## config.mk

```make
export PLATFORM = sky130hd
export DESIGN_NAME = motor_mix_scheduler_flat
export DESIGN_NICKNAME = d
export VERILOG_FILES = /design/src/rtl/motor_mix_scheduler_pkg.sv /design/src/rtl/motor_mix_scheduler_if.sv /design/src/rtl/motor_mix_scheduler_arm_fsm.sv /design/src/rtl/motor_mix_scheduler.sv /design/src/flat_wrapper.sv
export SDC_FILE = /design/constraint.sdc
export NUM_CORES = 1
export LEC_CHECK = 0
export BUFFER_PORTS_ARGS = -buffer_cell sky130_fd_sc_hd__buf_2
export CAP_MARGIN = 20
export CORE_MARGIN = 2
export CORE_UTILIZATION = 51
export DETAILED_ROUTE_END_ITERATION = 8
export GPL_ROUTABILITY_DRIVEN = 0
export PLACE_DENSITY = 0.76
export SYNTH_ARGS = -nofsm -noshare
export SYNTH_HDL_FRONTEND = slang
export SYNTH_SLANG_ARGS = --single-unit
```

## constraint.sdc

```tcl
create_clock -name clk -period 3.85 [get_ports clk]
set_input_delay 0 -clock clk [delete_from_list [all_inputs] [get_ports clk]]
set_output_delay 0 -clock clk [all_outputs]
set_load 0.02 [all_outputs]
```

## src/rtl/motor_mix_scheduler_pkg.sv

```systemverilog
`default_nettype none
//==============================================================================
// Package : motor_mix_pkg
// Brief   : Shared widths, term indices and state encodings for the motor mixer.
// Rev     : 1.0 - initial release
//==============================================================================
package motor_mix_pkg;

  localparam int DUTY_W     = 8;
  localparam int OFF_W      = 9;
  localparam int ACC_W      = 12;
  localparam int NUM_MOTORS = 4;

  localparam logic [1:0] TERM_THR   = 2'd0;
  localparam logic [1:0] TERM_PITCH = 2'd1;
  localparam logic [1:0] TERM_ROLL  = 2'd2;
  localparam logic [1:0] TERM_YAW   = 2'd3;

  typedef enum logic [1:0] {
    MIX_IDLE   = 2'd0,
    MIX_SUM    = 2'd1,
    MIX_COMMIT = 2'd2
  } mix_state_t;

  typedef enum logic [1:0] {
    ARM_DISARMED = 2'd0,
    ARM_ARMING   = 2'd1,
    ARM_ARMED    = 2'd2,
    ARM_FAILSAFE = 2'd3
  } arm_state_t;

  function automatic logic [ACC_W-1:0] zext_thr(input logic [DUTY_W-1:0] v);
    return {{(ACC_W-DUTY_W){1'b0}}, v};
  endfunction

  function automatic logic [ACC_W-1:0] sext_off(input logic [OFF_W-1:0] v);
    return {{(ACC_W-OFF_W){v[OFF_W-1]}}, v};
  endfunction

endpackage
`default_nettype wire

```

## src/rtl/motor_mix_scheduler_if.sv

```systemverilog
`default_nettype none
//==============================================================================
// Interface : motor_mix_scheduler_if
// Brief     : Frame/offset inputs and duty/status outputs of the motor mixer.
// Rev       : 1.0 - initial release
//==============================================================================
interface motor_mix_scheduler_if;

  logic                                                         frame_start;
  logic                                                         rx_valid;
  logic                                                         arm_req;
  logic [motor_mix_pkg::NUM_MOTORS*motor_mix_pkg::DUTY_W-1:0]   throttle_off;
  logic [motor_mix_pkg::NUM_MOTORS*motor_mix_pkg::OFF_W-1:0]    pitch_off;
  logic [motor_mix_pkg::NUM_MOTORS*motor_mix_pkg::OFF_W-1:0]    roll_off;
  logic [motor_mix_pkg::NUM_MOTORS*motor_mix_pkg::OFF_W-1:0]    yaw_off;
  logic [motor_mix_pkg::NUM_MOTORS*motor_mix_pkg::DUTY_W-1:0]   duty;
  logic                                                         duty_valid;
  logic                                                         busy;
  logic                                                         armed;
  logic                                                         failsafe;
  logic                                                         overrun;

  modport master (
    output frame_start, rx_valid, arm_req, throttle_off, pitch_off, roll_off, yaw_off,
    input  duty, duty_valid, busy, armed, failsafe, overrun
  );

  modport slave (
    input  frame_start, rx_valid, arm_req, throttle_off, pitch_off, roll_off, yaw_off,
    output duty, duty_valid, busy, armed, failsafe, overrun
  );

endinterface
`default_nettype wire

```

## src/rtl/motor_mix_scheduler_arm_fsm.sv

```systemverilog
`default_nettype none
//==============================================================================
// Module : mix_arm_fsm
// Brief  : Arming / failsafe state machine, advanced once per accepted frame.
// Rev    : 1.0 - initial release
//==============================================================================
module mix_arm_fsm
  import motor_mix_pkg::*;
#(
  parameter int ARM_FRAMES      = 16,
  parameter int FAILSAFE_FRAMES = 8
) (
  input  logic clk,
  input  logic rst_n,
  input  logic eval,
  input  logic qual,
  input  logic rx_valid,
  input  logic arm_req,
  output logic armed,
  output logic failsafe
);

  localparam int c_arm_cw  = $clog2(ARM_FRAMES + 1);
  localparam int c_loss_cw = $clog2(FAILSAFE_FRAMES + 1);
  localparam logic [c_arm_cw-1:0]  c_arm_done = c_arm_cw'(ARM_FRAMES);
  localparam logic [c_loss_cw-1:0] c_loss_max = c_loss_cw'(FAILSAFE_FRAMES);

  arm_state_t            r_state;
  arm_state_t            w_state_nxt;
  logic [c_arm_cw-1:0]   r_arm_cnt;
  logic [c_arm_cw-1:0]   w_arm_cnt_nxt;
  logic [c_arm_cw-1:0]   w_arm_inc;
  logic [c_loss_cw-1:0]  r_loss_cnt;
  logic [c_loss_cw-1:0]  w_loss_cnt_nxt;

  assign w_arm_inc = r_arm_cnt + 1'b1;

  always_ff @(posedge clk or negedge rst_n) begin
    if (!rst_n) begin
      r_state    <= ARM_DISARMED;
      r_arm_cnt  <= '0;
      r_loss_cnt <= '0;
    end else begin
      r_state    <= w_state_nxt;
      r_arm_cnt  <= w_arm_cnt_nxt;
      r_loss_cnt <= w_loss_cnt_nxt;
    end
  end

  always_comb begin
    w_state_nxt    = r_state;
    w_arm_cnt_nxt  = r_arm_cnt;
    w_loss_cnt_nxt = r_loss_cnt;
    if (eval) begin
      if (rx_valid) begin
        w_loss_cnt_nxt = '0;
      end else if (r_loss_cnt != c_loss_max) begin
        w_loss_cnt_nxt = r_loss_cnt + 1'b1;
      end
      case (r_state)
        ARM_DISARMED: begin
          if (qual) begin
            w_state_nxt   = ARM_ARMING;
            w_arm_cnt_nxt = c_arm_cw'(1);
          end
        end
        ARM_ARMING: begin
          if (!qual) begin
            w_state_nxt   = ARM_DISARMED;
            w_arm_cnt_nxt = '0;
          end else if (w_arm_inc == c_arm_done) begin
            w_state_nxt   = ARM_ARMED;
            w_arm_cnt_nxt = '0;
          end else begin
            w_arm_cnt_nxt = w_arm_inc;
          end
        end
        ARM_ARMED: begin
          // Link loss outranks a disarm request so the failsafe state is visible.
          if (w_loss_cnt_nxt == c_loss_max) begin
            w_state_nxt = ARM_FAILSAFE;
          end else if (!arm_req) begin
            w_state_nxt = ARM_DISARMED;
          end
        end
        ARM_FAILSAFE: begin
          if (rx_valid && !arm_req) begin
            w_state_nxt = ARM_DISARMED;
          end
        end
        default: w_state_nxt = ARM_DISARMED;
      endcase
    end
  end

  assign armed    = (r_state == ARM_ARMED);
  assign failsafe = (r_state == ARM_FAILSAFE);

endmodule
`default_nettype wire

```

## src/rtl/motor_mix_scheduler.sv

```systemverilog
`default_nettype none
//==============================================================================
// Module : motor_mix_scheduler
// Brief  : Per-frame snapshot, single-adder mixing, saturation and atomic commit.
// Rev    : 1.0 - initial release
//==============================================================================
module motor_mix_scheduler
  import motor_mix_pkg::*;
#(
  parameter int IDLE_DUTY       = 10,
  parameter int ARM_THR_MAX     = 16,
  parameter int ARM_FRAMES      = 16,
  parameter int FAILSAFE_FRAMES = 8
) (
  input  logic                   clk,
  input  logic                   rst_n,
  motor_mix_scheduler_if.slave   bus
);

  localparam logic signed [ACC_W-1:0] c_sat_lo = ACC_W'(IDLE_DUTY);
  localparam logic signed [ACC_W-1:0] c_sat_hi = ACC_W'((1 << DUTY_W) - 1);
  localparam logic [3:0]              c_last_k = 4'd15;

  mix_state_t                        r_mix_state;
  mix_state_t                        w_mix_state_nxt;
  logic [NUM_MOTORS*DUTY_W-1:0]      r_thr_snap;
  logic [NUM_MOTORS*OFF_W-1:0]       r_pitch_snap;
  logic [NUM_MOTORS*OFF_W-1:0]       r_roll_snap;
  logic [NUM_MOTORS*OFF_W-1:0]       r_yaw_snap;
  logic [3:0]                        r_k;
  logic [ACC_W-1:0]                  r_acc;
  logic [NUM_MOTORS*DUTY_W-1:0]      r_stage;
  logic [NUM_MOTORS*DUTY_W-1:0]      r_duty;
  logic                              r_duty_valid;
  logic                              r_overrun;

  logic [1:0]                        w_motor;
  logic [1:0]                        w_term;
  logic [ACC_W-1:0]                  w_operand;
  logic [ACC_W-1:0]                  w_base;
  logic [ACC_W-1:0]                  w_sum;
  logic signed [ACC_W-1:0]           w_sum_s;
  logic [DUTY_W-1:0]                 w_sat;
  logic [NUM_MOTORS-1:0]             w_thr_ok;
  logic                              w_qual;
  logic                              w_accept;
  logic                              w_busy;
  logic                              w_armed;
  logic                              w_failsafe;

  assign w_busy   = (r_mix_state != MIX_IDLE);
  assign w_accept = bus.frame_start && !w_busy;

  for (genvar m = 0; m < NUM_MOTORS; m++) begin : g_thr_qual
    assign w_thr_ok[m] = ({1'b0, bus.throttle_off[m*DUTY_W +: DUTY_W]} < (DUTY_W+1)'(ARM_THR_MAX));
  end

  assign w_qual = bus.arm_req && bus.rx_valid && (&w_thr_ok);

  mix_arm_fsm #(
    .ARM_FRAMES      (ARM_FRAMES),
    .FAILSAFE_FRAMES (FAILSAFE_FRAMES)
  ) u_arm_fsm (
    .clk      (clk),
    .rst_n    (rst_n),
    .eval     (w_accept),
    .qual     (w_qual),
    .rx_valid (bus.rx_valid),
    .arm_req  (bus.arm_req),
    .armed    (w_armed),
    .failsafe (w_failsafe)
  );

  // Sequence index: upper bits pick the motor, lower bits pick the term.
  assign w_motor = r_k[3:2];
  assign w_term  = r_k[1:0];

  always_comb begin
    w_operand = '0;
    case (w_term)
      TERM_THR:   w_operand = zext_thr(r_thr_snap[w_motor*DUTY_W +: DUTY_W]);
      TERM_PITCH: w_operand = sext_off(r_pitch_snap[w_motor*OFF_W +: OFF_W]);
      TERM_ROLL:  w_operand = sext_off(r_roll_snap[w_motor*OFF_W +: OFF_W]);
      TERM_YAW:   w_operand = sext_off(r_yaw_snap[w_motor*OFF_W +: OFF_W]);
      default:    w_operand = '0;
    endcase
  end

  // The throttle term starts a fresh sum through the same adder.
  assign w_base  = (w_term == TERM_THR) ? '0 : r_acc;
  assign w_sum   = w_base + w_operand;
  assign w_sum_s = w_sum;

  always_comb begin
    w_sat = w_sum[DUTY_W-1:0];
    if (w_sum_s < c_sat_lo) begin
      w_sat = c_sat_lo[DUTY_W-1:0];
    end else if (w_sum_s > c_sat_hi) begin
      w_sat = c_sat_hi[DUTY_W-1:0];
    end
  end

  always_ff @(posedge clk or negedge rst_n) begin
    if (!rst_n) begin
      r_mix_state <= MIX_IDLE;
    end else begin
      r_mix_state <= w_mix_state_nxt;
    end
  end

  always_comb begin
    w_mix_state_nxt = r_mix_state;
    case (r_mix_state)
      MIX_IDLE:   if (bus.frame_start) w_mix_state_nxt = MIX_SUM;
      MIX_SUM:    if (r_k == c_last_k) w_mix_state_nxt = MIX_COMMIT;
      MIX_COMMIT: w_mix_state_nxt = MIX_IDLE;
      default:    w_mix_state_nxt = MIX_IDLE;
    endcase
  end

  always_ff @(posedge clk or negedge rst_n) begin
    if (!rst_n) begin
      r_thr_snap   <= '0;
      r_pitch_snap <= '0;
      r_roll_snap  <= '0;
      r_yaw_snap   <= '0;
      r_k          <= '0;
      r_acc        <= '0;
      r_stage      <= '0;
      r_duty       <= '0;
      r_duty_valid <= 1'b0;
      r_overrun    <= 1'b0;
    end else begin
      r_duty_valid <= 1'b0;
      if (w_accept) begin
        r_thr_snap   <= bus.throttle_off;
        r_pitch_snap <= bus.pitch_off;
        r_roll_snap  <= bus.roll_off;
        r_yaw_snap   <= bus.yaw_off;
        r_k          <= '0;
      end
      if (bus.frame_start && w_busy) begin
        r_overrun <= 1'b1;
      end
      if (r_mix_state == MIX_SUM) begin
        r_k   <= r_k + 1'b1;
        r_acc <= w_sum;
        if (w_term == TERM_YAW) begin
          r_stage[w_motor*DUTY_W +: DUTY_W] <= w_sat;
        end
      end
      if (r_mix_state == MIX_COMMIT) begin
        r_duty       <= w_armed ? r_stage : '0;
        r_duty_valid <= 1'b1;
      end
    end
  end

  assign bus.duty       = r_duty;
  assign bus.duty_valid = r_duty_valid;
  assign bus.busy       = w_busy;
  assign bus.armed      = w_armed;
  assign bus.failsafe   = w_failsafe;
  assign bus.overrun    = r_overrun;

endmodule
`default_nettype wire

```

## src/flat_wrapper.sv

```systemverilog
// flat-port wrapper written by rule: the top's interface ports become plain ports
module motor_mix_scheduler_flat import motor_mix_pkg::*;
#(
  parameter int IDLE_DUTY       = 10,
  parameter int ARM_THR_MAX     = 16,
  parameter int ARM_FRAMES      = 16,
  parameter int FAILSAFE_FRAMES = 8
)
  (clk, rst_n, bus_frame_start, bus_rx_valid, bus_arm_req, bus_throttle_off, bus_pitch_off, bus_roll_off, bus_yaw_off, bus_duty, bus_duty_valid, bus_busy, bus_armed, bus_failsafe, bus_overrun);
  motor_mix_scheduler_if bus_i ();
  input  logic clk;
  input  logic rst_n;
  input wire logic [$bits(bus_i.frame_start)-1:0] bus_frame_start;
  input wire logic [$bits(bus_i.rx_valid)-1:0] bus_rx_valid;
  input wire logic [$bits(bus_i.arm_req)-1:0] bus_arm_req;
  input wire logic [$bits(bus_i.throttle_off)-1:0] bus_throttle_off;
  input wire logic [$bits(bus_i.pitch_off)-1:0] bus_pitch_off;
  input wire logic [$bits(bus_i.roll_off)-1:0] bus_roll_off;
  input wire logic [$bits(bus_i.yaw_off)-1:0] bus_yaw_off;
  output wire logic [$bits(bus_i.duty)-1:0] bus_duty;
  output wire logic [$bits(bus_i.duty_valid)-1:0] bus_duty_valid;
  output wire logic [$bits(bus_i.busy)-1:0] bus_busy;
  output wire logic [$bits(bus_i.armed)-1:0] bus_armed;
  output wire logic [$bits(bus_i.failsafe)-1:0] bus_failsafe;
  output wire logic [$bits(bus_i.overrun)-1:0] bus_overrun;
  assign bus_i.frame_start = bus_frame_start;
  assign bus_i.rx_valid = bus_rx_valid;
  assign bus_i.arm_req = bus_arm_req;
  assign bus_i.throttle_off = bus_throttle_off;
  assign bus_i.pitch_off = bus_pitch_off;
  assign bus_i.roll_off = bus_roll_off;
  assign bus_i.yaw_off = bus_yaw_off;
  assign bus_duty = bus_i.duty;
  assign bus_duty_valid = bus_i.duty_valid;
  assign bus_busy = bus_i.busy;
  assign bus_armed = bus_i.armed;
  assign bus_failsafe = bus_i.failsafe;
  assign bus_overrun = bus_i.overrun;
  motor_mix_scheduler #(.IDLE_DUTY(IDLE_DUTY), .ARM_THR_MAX(ARM_THR_MAX), .ARM_FRAMES(ARM_FRAMES), .FAILSAFE_FRAMES(FAILSAFE_FRAMES)) u_core (.clk(clk), .rst_n(rst_n), .bus(bus_i));
endmodule
```

==> metrics.txt, run 1 <==
status finished, violations left; failing checks setup timing; clock power share between 10% and 20%; Std-Cell Rows 53; drt initial violations 826; reg-to-reg setup timing slack -0.1 ns; post-DP HPWL 20360 µm; element type at the critical path start register; power per cell area between 900 and 1000 nW/µm²; Critical path origin u_core.r_k[1]; endpoints failing hold 0; Port-buffer cells around 180; Yosys top cell area share between 50% and 60%; synthesized-area fraction occupied by adder cells between 2 and 3%; CTS sink count around 240; Synth Area in Compound Gates between 10% and 20%; largest family of logic cells by synthesized area simple AND/OR/NAND/NOR gates; CORE AREA roughly 21000 µm²; CTS tree built; Rel. slew slack 34.94%; Tightest Pin Transition 0.9759 ns; vias 10550; final-report setup violation count 16; I/O Pins 182; Crit Path Class register to register; CP endpoint u_core.r_stage[3]; total power 14.30 mW; CTS Buf Count 24; Total Nets Final 1751; Worst-path clk slew 0.06 ns; vias in the first global route roughly 10000; DRT antenna net count 0; first-pass GRT wire length approximately 53000 µm; arrival time worst endpoint 4.34 ns; DRT Pass-1 Iters 5; Clock Latency Late Sink 0.52 ns; asr flop ratio synth 100.0%; Static Leak around 7.7 nW; root buf cell clkbuf_16; RSZ-0062 raised after global routing yes; total die area around 23000 µm²; largest net degree at the start of global routing 133; crit end category register; cell family with most CP delay compound AO/OA/AOI/OAI gates; drc violations 0; fill count roughly 1400; Switching Share 41.40%; Synthesized Nets around 1400; worst path cell trace ha_2 > buf_12 > a22o_1 > a211oi_2 > a31oi_1 > a21oi_1 > o21ai_1 > ha_2 > fa_2 > a21o_1 > a221oi_4 > a21oi_2 > mux2i_1 > o211ai_2 > buf_4 > nor4b_4 > o21ai_1; top-count cell post-synth nand2_1; number of synthesized flops with an enable pin 0; Tmin final 3.946 ns; CP max stage cell dfrtp_1; CP bufs+invs 2; synthesized cell area 10980 µm²; Synth Area in Simple Gates 22.93%; setup ws final -0.09606 ns; R2R cell count 17; #FFs+latches synth around 240; routed len/inst ~18 µm; initial antenna violation count 3; Hold Crit Class input pin to asynchronous set/reset pin; Die W 150.7 µm; synth warn 0; synth top area cells dfrtp_1 (54%), nand2_1 (18%), a22o_1 (4.5%); combinational power share a little under three fifths; clock skew between 0.01 and 0.015 ns; Routed WL about 35000 µm; sequential area share after synthesis between 50% and 60%; Max Freq 0.2534 GHz; P_int 8.378 mW; residual overflow from global routing 0; mux cell area share after synthesis under 10%; Max Cap Viol 0; leading area contributor after synthesis dfrtp_1; initial core utilization 52.06%; WP data required 4.24 ns; Final Cycle Share 102.5%; critical path depth 17; Post-Syn Instances 1204; Place WS -0.1847 ns; xor/xnor share of the synthesized area 0.7180%; R2R Path End u_core.r_stage[3]; Worst IR Drop VDD 0.0008459 V; post-synth cell types 62; Die Ht about 150 µm; Post-synth top cells nand2_1 (520), dfrtp_1 (235), clkbuf_1 (57); max-slew violations 0; layout cells sized above 1 24.09%; power share of the sequential group 28.7%; switching power total 5.919 mW; CTS max path bufs 3; Vias/cell 5.637; slowest cell delay on critical path 0.43 ns; ys flop type dfrtp_1; htree depth 1; area growth from synthesis to layout 39.21%; gr usage total 29.79%; synthesized area per cell around 9.1 µm²; r2r startpoint u_core.r_k[1]; crit path max fanout 22
==> sequential cells by signal, indices dropped and copies added (netlist names) <==
| name | count |
|---|---|
| u_core.u_arm_fsm.r_loss_cnt | 4 |
| u_core.r_mix_state | 2 |
| u_core.bus.duty_valid | 1 |
| u_core.r_acc | 12 |
| u_core.r_pitch_snap | 36 |
| u_core.u_arm_fsm.r_arm_cnt | 5 |
| u_core.u_arm_fsm.r_state | 2 |
| u_core.bus.duty | 32 |
| u_core.r_roll_snap | 36 |
| u_core.r_k | 4 |
| u_core.r_yaw_snap | 36 |
| u_core.r_thr_snap | 32 |
| u_core.bus.overrun | 1 |
| u_core.r_stage | 32 |
==> cells by family after synthesis <==
| group | count (synthesis) |
|---|---|
| xor gates and xnor gates | 9 |
| AOI/OAI and AO/OA | 231 |
| DFF | 235 |
| adders and majority gates | 25 |
| buffers and inverters | 83 |
| and+or+nand+nor | 610 |
| muxes | 11 |
==> cells in the final DEF (no fill, tap or decap), types with 18 or more instances in the layout <==
cell type and count:
a21oi_1 18, a22o_1 56, buf_2 181, buf_4 80
clkbuf_16 25, dfrtp_1 234, dlygate4sd3_1 145, ha_1 20
nand2_1 519, nor2_1 18, o21ai_0 28, o21ai_1 26
==> worst min-delay path by stage <==
stage / from / end / cells past startpoint / slack [ns]
floorplan: rst_n / u_core.bus.duty[0] / 0 / -0.30
global placement: rst_n / u_core.u_arm_fsm.r_loss_cnt[3] / 1 / 0.17
detailed placement: rst_n / u_core.u_arm_fsm.r_loss_cnt[3] / 1 / 0.19
CTS: bus_roll_off[27] / u_core.r_roll_snap[27] / 4 / 0.19
global route: bus_yaw_off[28] / u_core.r_yaw_snap[28] / 4 / 0.23
finish: rst_n / u_core.u_arm_fsm.r_loss_cnt[3] / 2 / 0.17
==> layer usage <==
| metal | up-vias | track usage (%) | part of all wire (%) |
|---|---|---|---|
| li1 | 4837 | - | - |
| met1 | 5061 | 37.02 | 38 |
| met2 | 508 | 51.05 | 50 |
| met3 | 146 | 4.848 | 6.3 |
| met4 | 0 | 13.93 | 5.1 |
| met5 | - | 0 | 0 |
==> layout make-up <==
class                           instances  area [µm²]  share of cell area (%)
Sequential cell                       235        5882                   38.49
Multi-Input combinational cell        887        5087                   33.29
Timing Repair Buffer                  420        3171                   20.75
Clock buffer                           31       698.2                   4.569
Tap cell                              275       344.1                   2.252
Inverter                               13       48.80                  0.3193
Clock inverter                          8       43.79                  0.2866
Antenna cell                            3       7.507                 0.04912
==> through the flow <==
stage / utilization [%] / std cells / hold slack (ns) / setup TNS [ns] / instance area (µm²)
finish: 72.47 / 1872 / 0.1659 / -0.7287 / 15280
global route: 72.47 / 1872 / 0.2324 / -6.204 / 15280
CTS: 70.90 / 1857 / 0.1945 / 0 / 14950
detailed placement: 59.91 / 1671 / 0.1858 / -3.920 / 12630
global placement: 59.91 / 1671 / 0.1748 / -1.327 / 12630
floorplan: - / 1204 / -0.2956 / 0 / 11000
==> power groups by stage <==
stage	registers, mW	logic, mW	clock network (mW)
3_5_place_dp	4.05	6.35	0
4_1_cts	4.03	6.90	2.24
2_1_floorplan	3.80	3.93	0
6_report	4.10	7.98	2.22
3_3_place_gp	4.04	6.14	0
5_1_grt	4.17	8.57	2.36
==> timing repair <==
item	CTS	global route
pin swaps	12	28
cloned	0	2
setup endpoints to repair	34	34
resized for setup	24	48
hold endpoints to repair	276	0
setup buffers	2	9
hold buffers	145	0
Power figures use the tool's default switching activity.
==> inputs of run 2 (changes only) <==
--- a/config.mk
+++ b/config.mk
@@ -11,7 +11,7 @@
 export CORE_UTILIZATION = 51
 export DETAILED_ROUTE_END_ITERATION = 8
 export GPL_ROUTABILITY_DRIVEN = 0
-export PLACE_DENSITY = 0.76
+export PLACE_DENSITY = 0.81
 export SYNTH_ARGS = -nofsm -noshare
 export SYNTH_HDL_FRONTEND = slang
 export SYNTH_SLANG_ARGS = --single-unit
==> metrics.txt, run 2 (same netlist as run 1, synthesis figures left out) <==
I/O Pins 182; initial core utilization 52.06%; commonest cells after routing, fill and taps aside nand2_1 (519), dfrtp_1 (232), buf_2 (180), dlygate4sd3_1 (159), buf_4 (71); status finished, violations left; largest net degree at the start of global routing about 130; placed insts 1657; CTS sink count 235; crit path max fanout 11; clock skew between 0.02 and 0.025 ns; Rel. slew slack between 20% and 30%; Max Cap Viol 0; max-slew violations 0; met2 routed WL around 18000 µm; residual overflow from global routing 0; CORE AREA 21090 µm²; Die W around 150 µm; commonest non-fill, non-tap cell in the layout nand2_1; Static Leak 7.723 nW; Place WS -0.2868 ns; htree depth 1; DRT antenna net count 0; root buf cell clkbuf_16; endpoints failing hold 0; Cell Area, Placed 12540 µm²; Worst-path clk slew 0.06 ns; Tightest Pin Transition 1.060 ns; drc violations 0; Port-buffer cells 181; Crit Path Class register to register; Clock Latency Late Sink 0.53 ns; post-DP HPWL 20390 µm; Total Nets Final ~1800; top sig layer met4; total die area 22720 µm²; Vias/cell slightly below 6; final-report setup violation count 26; Std-Cell Rows 53; crit end category register; total power ~15 mW; drt initial violations 1127; met3 routed wirelength 2864 µm; CTS tree built; top flop regs u_core.r_pitch_snap: 36 flops, u_core.r_roll_snap: 36 flops, u_core.r_yaw_snap: 36 flops; RSZ-0062 raised after global routing yes; CTS Buf Count 25; WL met1 13440 µm; setup ws final -0.1066 ns; routed len/inst between 15 and 20 µm; Worst IR Drop VDD ~0.00073 V; Hold Crit Class input pin to asynchronous set/reset pin; Routed WL 36820 µm; initial antenna violation count 1; Tmin final 3.957 ns; gr usage total 31.85%; element type at the critical path start register; arrival time worst endpoint 4.39 ns; DRT Pass-1 Iters 8; vias in the first global route approximately 11000; fin area roughly 15000 µm²; first-pass GRT wire length 56500 µm; failing checks setup timing; Max Freq 0.2527 GHz; final non-filler cell total 1877; reg-to-reg setup timing slack -0.11 ns; area growth from synthesis to layout 40.08%; WP data required 4.29 ns; Die Ht 150.7 µm; power per cell area 952.0 nW/µm²; CTS max path bufs 3; vias 10950; layout cells sized above 1 between 20% and 30%; Final Cycle Share 102.8%
-- run 2: worst max-delay path: stages (launching register included) --
cell and delay (ns):
dfrtp_2 0.45, ha_4 0.21, nor2_2 0.15, buf_4 0.19, buf_12 0.13, nand2_1 0.07
a311oi_2 0.26, a21oi_1 0.08, o21ai_1 0.22, ha_1 0.29, a21oi_1 0.22, o21ai_1 0.14
buf_4 0.16, buf_4 0.13, o211ai_1 0.18, o31ai_2 0.13, o211ai_4 0.35, buf_6 0.17
nor2b_1 0.04, buf_4 0.15, o21ai_1 0.14
-- run 2: power breakdown --
group	total [mW]	switching (mW)	internal, mW	leakage (nW)
Sequential	4.16	0.756	3.40	3.01
Clock	2.44	1.01	1.43	0.408
Combinational	8.04	4.37	3.67	4.30
-- run 2: worst paths after layout --
path,startpoint,to,cells after the start
worst max-delay path,u_core.r_k[1],u_core.r_stage[4],20
worst min-delay path,rst_n,u_core.u_arm_fsm.r_state[1],2
worst max register to register,u_core.r_k[1],u_core.r_stage[4],20
worst min register to register,u_core.bus.overrun,u_core.bus.overrun,1
max in group asynchronous,rst_n,u_core.r_k[1],3
min in group clk,bus_throttle_off[18],u_core.r_thr_snap[18],4
-- run 2: metal layers --
layer / GRT usage, % / vias to the layer above
li1: - / 4844
met1: 38.23 / 5263
met2: 54.30 / 656
met3: 5.394 / 186
met4: 18.18 / 0
met5: 0 / -
-- run 2: cell type report --
cell class	instances	area, µm²
flip-flops and latches	235	5884
fillers	1330	5709
inverters	13	48.80
well taps	275	344.1
multi-input cells	887	5055
clock buffers	38	764.5
repair buffers	421	3211
clock inverters	7	68.82
diodes	1	2.502
-- run 2: what timing repair did --
| action | 4_1_cts | 5_1_grt |
|---|---|---|
| hold endpoints to repair | 276 | 0 |
| resized for setup | 32 | 29 |
| pin swaps | 12 | 32 |
| cloned | 0 | 2 |
| hold buffers | 159 | 0 |
| setup endpoints to repair | 33 | 34 |
| buffers inserted | 6 | 8 |
-- run 2: metrics by stage --
step | setup TNS (ns) | util, % | hold slack [ns]
CTS | 0 | 71.88 | 0.1909
floorplan | 0 | - | -0.2956
global route | -4.956 | 72.93 | 0.2355
finish | -1.291 | 72.93 | 0.1746
detailed placement | -6.507 | 59.48 | 0.1856
global placement | -0.8304 | 59.48 | 0.1767
